`src/rtl/dcache_fill_ctrl.sv`:
```
// Data-cache line fill controller: on a miss, reads the victim's dirty state,
// writes back dirty victim beats one at a time, bursts the new line in from
// DRAM, assembles it beat by beat and writes it into the dcache.
module dcache_fill_ctrl #(
    parameter int LOG2DCACHEWIDTHBITS = 7,
    parameter int LOG2DRAMWIDTHBITS   = 5
) (
    input  logic                                mem_clk,
    input  logic                                resetn,
    input  logic                                req_valid,
    input  logic [31:0]                         req_addr,
    output logic                                req_ready,
    output logic                                req_done,
    output logic [31:0]                         dmem_filladdr,
    output logic [(2**LOG2DCACHEWIDTHBITS)-1:0] dmem_filldata,
    output logic                                dmem_fillwe,
    output logic                                dmem_fillrddirty,
    input  logic [31:0]                         dmem_wbaddr,
    input  logic [(2**LOG2DRAMWIDTHBITS)-1:0]   dmem_wbdata,
    input  logic                                dmem_wbwe,
    output logic                                dmem_wback,
    output logic [31:0]                         dram_addr,
    output logic                                dram_rd,
    output logic                                dram_wr,
    output logic [(2**LOG2DRAMWIDTHBITS)-1:0]   dram_wdata,
    input  logic                                dram_ready,
    input  logic [(2**LOG2DRAMWIDTHBITS)-1:0]   dram_rdata,
    input  logic                                dram_rdvalid
);

    localparam int L     = 2 ** LOG2DCACHEWIDTHBITS;
    localparam int W     = 2 ** LOG2DRAMWIDTHBITS;
    localparam int BEATS = L / W;
    // One extra bit so the counter can hold BEATS itself instead of wrapping.
    localparam int CW    = LOG2DCACHEWIDTHBITS - LOG2DRAMWIDTHBITS + 1;
    localparam int OFS   = LOG2DCACHEWIDTHBITS - 3;
    localparam logic [CW-1:0] BEATS_C   = CW'(BEATS);
    localparam logic [31:0]   LINE_MASK = ~((32'd1 << OFS) - 32'd1);

    typedef enum logic [2:0] {
        S_IDLE,
        S_VICTIM,
        S_WBCHK,
        S_WB,
        S_RDCMD,
        S_RDDATA,
        S_FILL
    } state_t;

    state_t         state_q, state_d;
    logic [CW-1:0]  cnt_q, cnt_d;
    logic [CW-1:0]  cnt_inc;
    logic [31:0]    base_q, base_d;
    logic [L-1:0]   line_q, line_d;
    logic [BEATS-1:0] beat_we;

    assign cnt_inc       = cnt_q + CW'(1);
    assign dmem_filladdr = base_q;
    assign dmem_filldata = line_q;

    // Each line slot captures the read beat whose index matches the counter.
    generate
        for (genvar gi = 0; gi < BEATS; gi++) begin : g_beat
            assign beat_we[gi] = (state_q == S_RDDATA) && dram_rdvalid && (cnt_q == CW'(gi));
            assign line_d[gi*W +: W] = beat_we[gi] ? dram_rdata : line_q[gi*W +: W];
        end
    endgenerate

    // Next-state, beat counter and command/strobe outputs for the fill sequence.
    always_comb begin
        state_d          = state_q;
        cnt_d            = cnt_q;
        base_d           = base_q;
        req_ready        = 1'b0;
        req_done         = 1'b0;
        dmem_fillwe      = 1'b0;
        dmem_fillrddirty = 1'b0;
        dmem_wback       = 1'b0;
        dram_rd          = 1'b0;
        dram_wr          = 1'b0;
        dram_addr        = base_q;
        dram_wdata       = dmem_wbdata;
        case (state_q)
            S_IDLE: begin
                req_ready = 1'b1;
                if (req_valid) begin
                    base_d  = req_addr & LINE_MASK;
                    state_d = S_VICTIM;
                end
            end
            S_VICTIM: begin
                dmem_fillrddirty = 1'b1;
                state_d          = S_WBCHK;
            end
            S_WBCHK: begin
                state_d = dmem_wbwe ? S_WB : S_RDCMD;
            end
            S_WB: begin
                // The write command is presented as soon as the dcache offers a
                // beat and is held until DRAM takes it.
                dram_wr   = dmem_wbwe;
                dram_addr = dmem_wbaddr;
                if (dmem_wbwe && dram_ready) begin
                    dmem_wback = 1'b1;
                    if (cnt_inc == BEATS_C) begin
                        cnt_d   = '0;
                        state_d = S_RDCMD;
                    end else begin
                        cnt_d = cnt_inc;
                    end
                end
            end
            S_RDCMD: begin
                dram_rd = 1'b1;
                if (dram_ready) begin
                    state_d = S_RDDATA;
                end
            end
            S_RDDATA: begin
                if (dram_rdvalid) begin
                    if (cnt_inc == BEATS_C) begin
                        cnt_d   = '0;
                        state_d = S_FILL;
                    end else begin
                        cnt_d = cnt_inc;
                    end
                end
            end
            S_FILL: begin
                dmem_fillwe = 1'b1;
                req_done    = 1'b1;
                state_d     = S_IDLE;
            end
            default: begin
                state_d = S_IDLE;
            end
        endcase
    end

    // Control state and beat counter; reset abandons any transfer in flight.
    always_ff @(posedge mem_clk) begin
        if (!resetn) begin
            state_q <= S_IDLE;
            cnt_q   <= '0;
        end else begin
            state_q <= state_d;
            cnt_q   <= cnt_d;
        end
    end

    // Line address and assembled line; their contents after reset do not matter.
    always_ff @(posedge mem_clk) begin
        base_q <= base_d;
        line_q <= line_d;
    end

endmodule

```
`config.mk`:
```
export PLATFORM = sky130hd
export DESIGN_NAME = dcache_fill_ctrl
export DESIGN_NICKNAME = d
export VERILOG_FILES = /design/src/rtl/dcache_fill_ctrl.sv
export SDC_FILE = /design/constraint.sdc
export NUM_CORES = 1
export LEC_CHECK = 0
export CELL_PAD_IN_SITES_DETAIL_PLACEMENT = 2
export CELL_PAD_IN_SITES_GLOBAL_PLACEMENT = 2
export CORE_UTILIZATION = 24
export DETAILED_ROUTE_END_ITERATION = 8
export HOLD_SLACK_MARGIN = 0.02
export PLACE_DENSITY = 0.85
export SLEW_MARGIN = 20
export SYNTH_ARGS = -nofsm -noshare
export SYNTH_HDL_FRONTEND = slang
export SYNTH_SLANG_ARGS = --single-unit
```
`constraint.sdc`:
```
create_clock -name mem_clk -period 3.7 [get_ports mem_clk]
set_input_delay 0.74 -clock mem_clk [delete_from_list [all_inputs] [get_ports mem_clk]]
set_output_delay 0.74 -clock mem_clk [all_outputs]
set_load 0.01 [all_outputs]
```
==> results.ini <==
[timing]
tns_ns = 0
tightestPinTransition_ns = 0.927
drv_slew = 0
fin_crit_sh_pct = 88.4
max_freq_ghz = 0.306
hold_viol = 0
rsz0062_at_grt = false
skew_ns = 0.0136
setup_viol = 0
relSlewSlack_pct = 38.2
finalCriticalPeriod_ns = 3.27

[pwr]
peakVddDrop_mv = 0.267
p_per_area_nw_per_um2 = 451
leakage_nw = 3.31

[synthesis]
ys_ff_latch = 162
syn_avg_cell_area_um2 = 19.7
netlist_top_cells_area = edfxtp_1 79%, buf_4 4.8%, mux2_2 3.8%
synth_top_area_share_pct = 78.9
yosysSeqAreaShare_pct = 80.9
synth_top_cell_by_area = edfxtp_1
synth.yosys.warnings = 0
synth.distinct_cells = 40
syn_inst = 301
synth_area_um2 = 5940

[critical_path]
crit_type = flop to output pin
cp_cell_sequence = inv_2 -> nor2_4 -> nand2_4 -> mux2_2 -> clkdlybuf4s50_1
endpoint_kind = output pin
reg2reg_slack_ns = 1.19
cp_data_arrival_time_ns = 2.53
required_ns = 2.96
cp_max_fo = 29
max_stage_delay_ns = 0.58
slowest_stage = dfxtp_1
start_kind = flop

[detailed_routing]
dr.first_iter.drc_count = 135
avgRoutedWirePerCell_um = 20.9
vias = 3716
drtPass1Iterations = 4
routed_wl_mm = 19.1
avgViaCountPerCell = 4.07
drc = 0
antenna_left = 0

[place]
gp_congestion = 0.789
port_buffers = 292
dp_hpwl_mm = 14.3

[clock_network]
clk_pin_slew_ns = 0.07
numClockSinks = 162
root_buffer = clkbuf_16
htreeDepth = 4
postCtsHoldBufs = 0
clkLatencyLatePin_ns = 0.42
post_cts_resized = 0
cts_setup_buffers = 0
cts_tree = done
cts_buffers = 17
clockBufferDepth = 2

[layout]
multi_input_area_um2 = 818
antenna_cells = 0
final_cell_mix = 292 x clkdlybuf4s50_1, 156 x edfxtp_1, 20 x mux2_2, 17 x clkbuf_16, 9 x mux2_4
layout_commonest_cell = clkdlybuf4s50_1
nNetsFinal = 716
regArea_um2 = 4800
fillers = 2374
drive_above_1_share_pct = 12.9
finish.utilization_pct = 39.5
syn2layout_area_growth_pct = 61.5

[floorplanning]
design.die.area_um2 = 25400
core_area_um2 = 24300
start_util_pct = 24.4
die_w_um = 159
num_io_pins = 365
die_y_um = 159
row_count = 57

[global_route]
grt_max_degree = 33
grt_pass1_wl_mm = 27.8
grt-ovfl-total = 0
antenna_found_initial = 0
track_usage_pct = 15.0
grt_pass1_vias = 4024

[outcome]
status = completed

[hold_path]
hold_path_class = flop to flop

[run]
maxCapViolCount = 0

## synthesized netlist by cell type, drive strengths merged
cell type  count
o31ai          1
nand2          8
nor4           1
inv            5
or3            1
nor3b          1
mux2i          3
clkbuf         1
edfxtp       156
a22oi          1
a211oi         2
a21o           1
dfxtp          6
o2111ai        1
and4b          1
nor3           2
nor2b          4
mux2          29
nor2           6
ha             6
a21boi         2
and2           4
and3b          1
and3           5
a21bo          1
a21oi          2
o21ai          3
o22ai          1
buf           43
and4bb         1
nand3          1
conb           1
## per-layer routing
layer,vias up,global-route usage [%],routed length [um]
met1,1811,17.1,7460
li1,1651,-,-
met4,0,3.85,189
met2,237,26.7,9760
met3,17,5.47,1660
met5,-,0,0
## report_power, final
part	leakage, nW	switching (mW)	internal (mW)	total (mW)
clock network	0.286	0.824	0.905	1.73
logic	1.56	0.202	0.298	0.500
registers	1.46	0.0370	2.06	2.10
## worst max-delay path, delay by kind of cell, from the launching register on
| kind | cells | cell delay, ns |
|---|---|---|
| flops | 1 | 0.58 |
| mux | 1 | 0.33 |
| simple gates | 2 | 0.51 |
| buf+inv | 2 | 0.67 |
## final timing paths
kind         depth (start not counted)  startpoint                end
max                                  5  state_q[1]      dram_addr[16]
min                                  2    cnt_q[0]           cnt_q[0]
max reg2reg                          3  state_q[2]  dmem_filldata[25]
min reg2reg                          2    cnt_q[0]           cnt_q[0]
## per-stage QoR
step                power (mW)  hold slack (ns)  cell area (um^2)  std cells  worst slack, ns
global route              4.48            0.574              9600        913            0.282
floorplan                 2.35            0.477              5950        304             1.10
finish                    4.33            0.525              9600        913            0.428
CTS                       4.39            0.533              9590        913            0.125
detailed placement        2.64            0.522              9000        881            0.595
global placement          2.63            0.491              9000        881            0.693
## layout make-up
type / count / share of cell area (%)
flip-flops and latches: 162 / 50.1
repair buffers: 297 / 30.8
multi-input cells: 93 / 8.53
clock buffers: 17 / 4.43
well taps: 324 / 4.22
clock inverters: 15 / 1.71
inverters: 5 / 0.196
## cell families after synthesis
group	synth area share, %
AO/OA/AOI/OAI	1.87
adder cells (fa/ha/maj)	1.26
buffers and inverters	5.81
flip-flops	80.9
multiplexers	6.57
other	0.0631
AND/OR/NAND/NOR	3.54
## sequential cells by signal (all words and copies together) (netlist names)
register,cells
dmem_filladdr,28
dmem_filldata,128
state_q,3
cnt_q,3
Power figures use the tool's default switching activity.
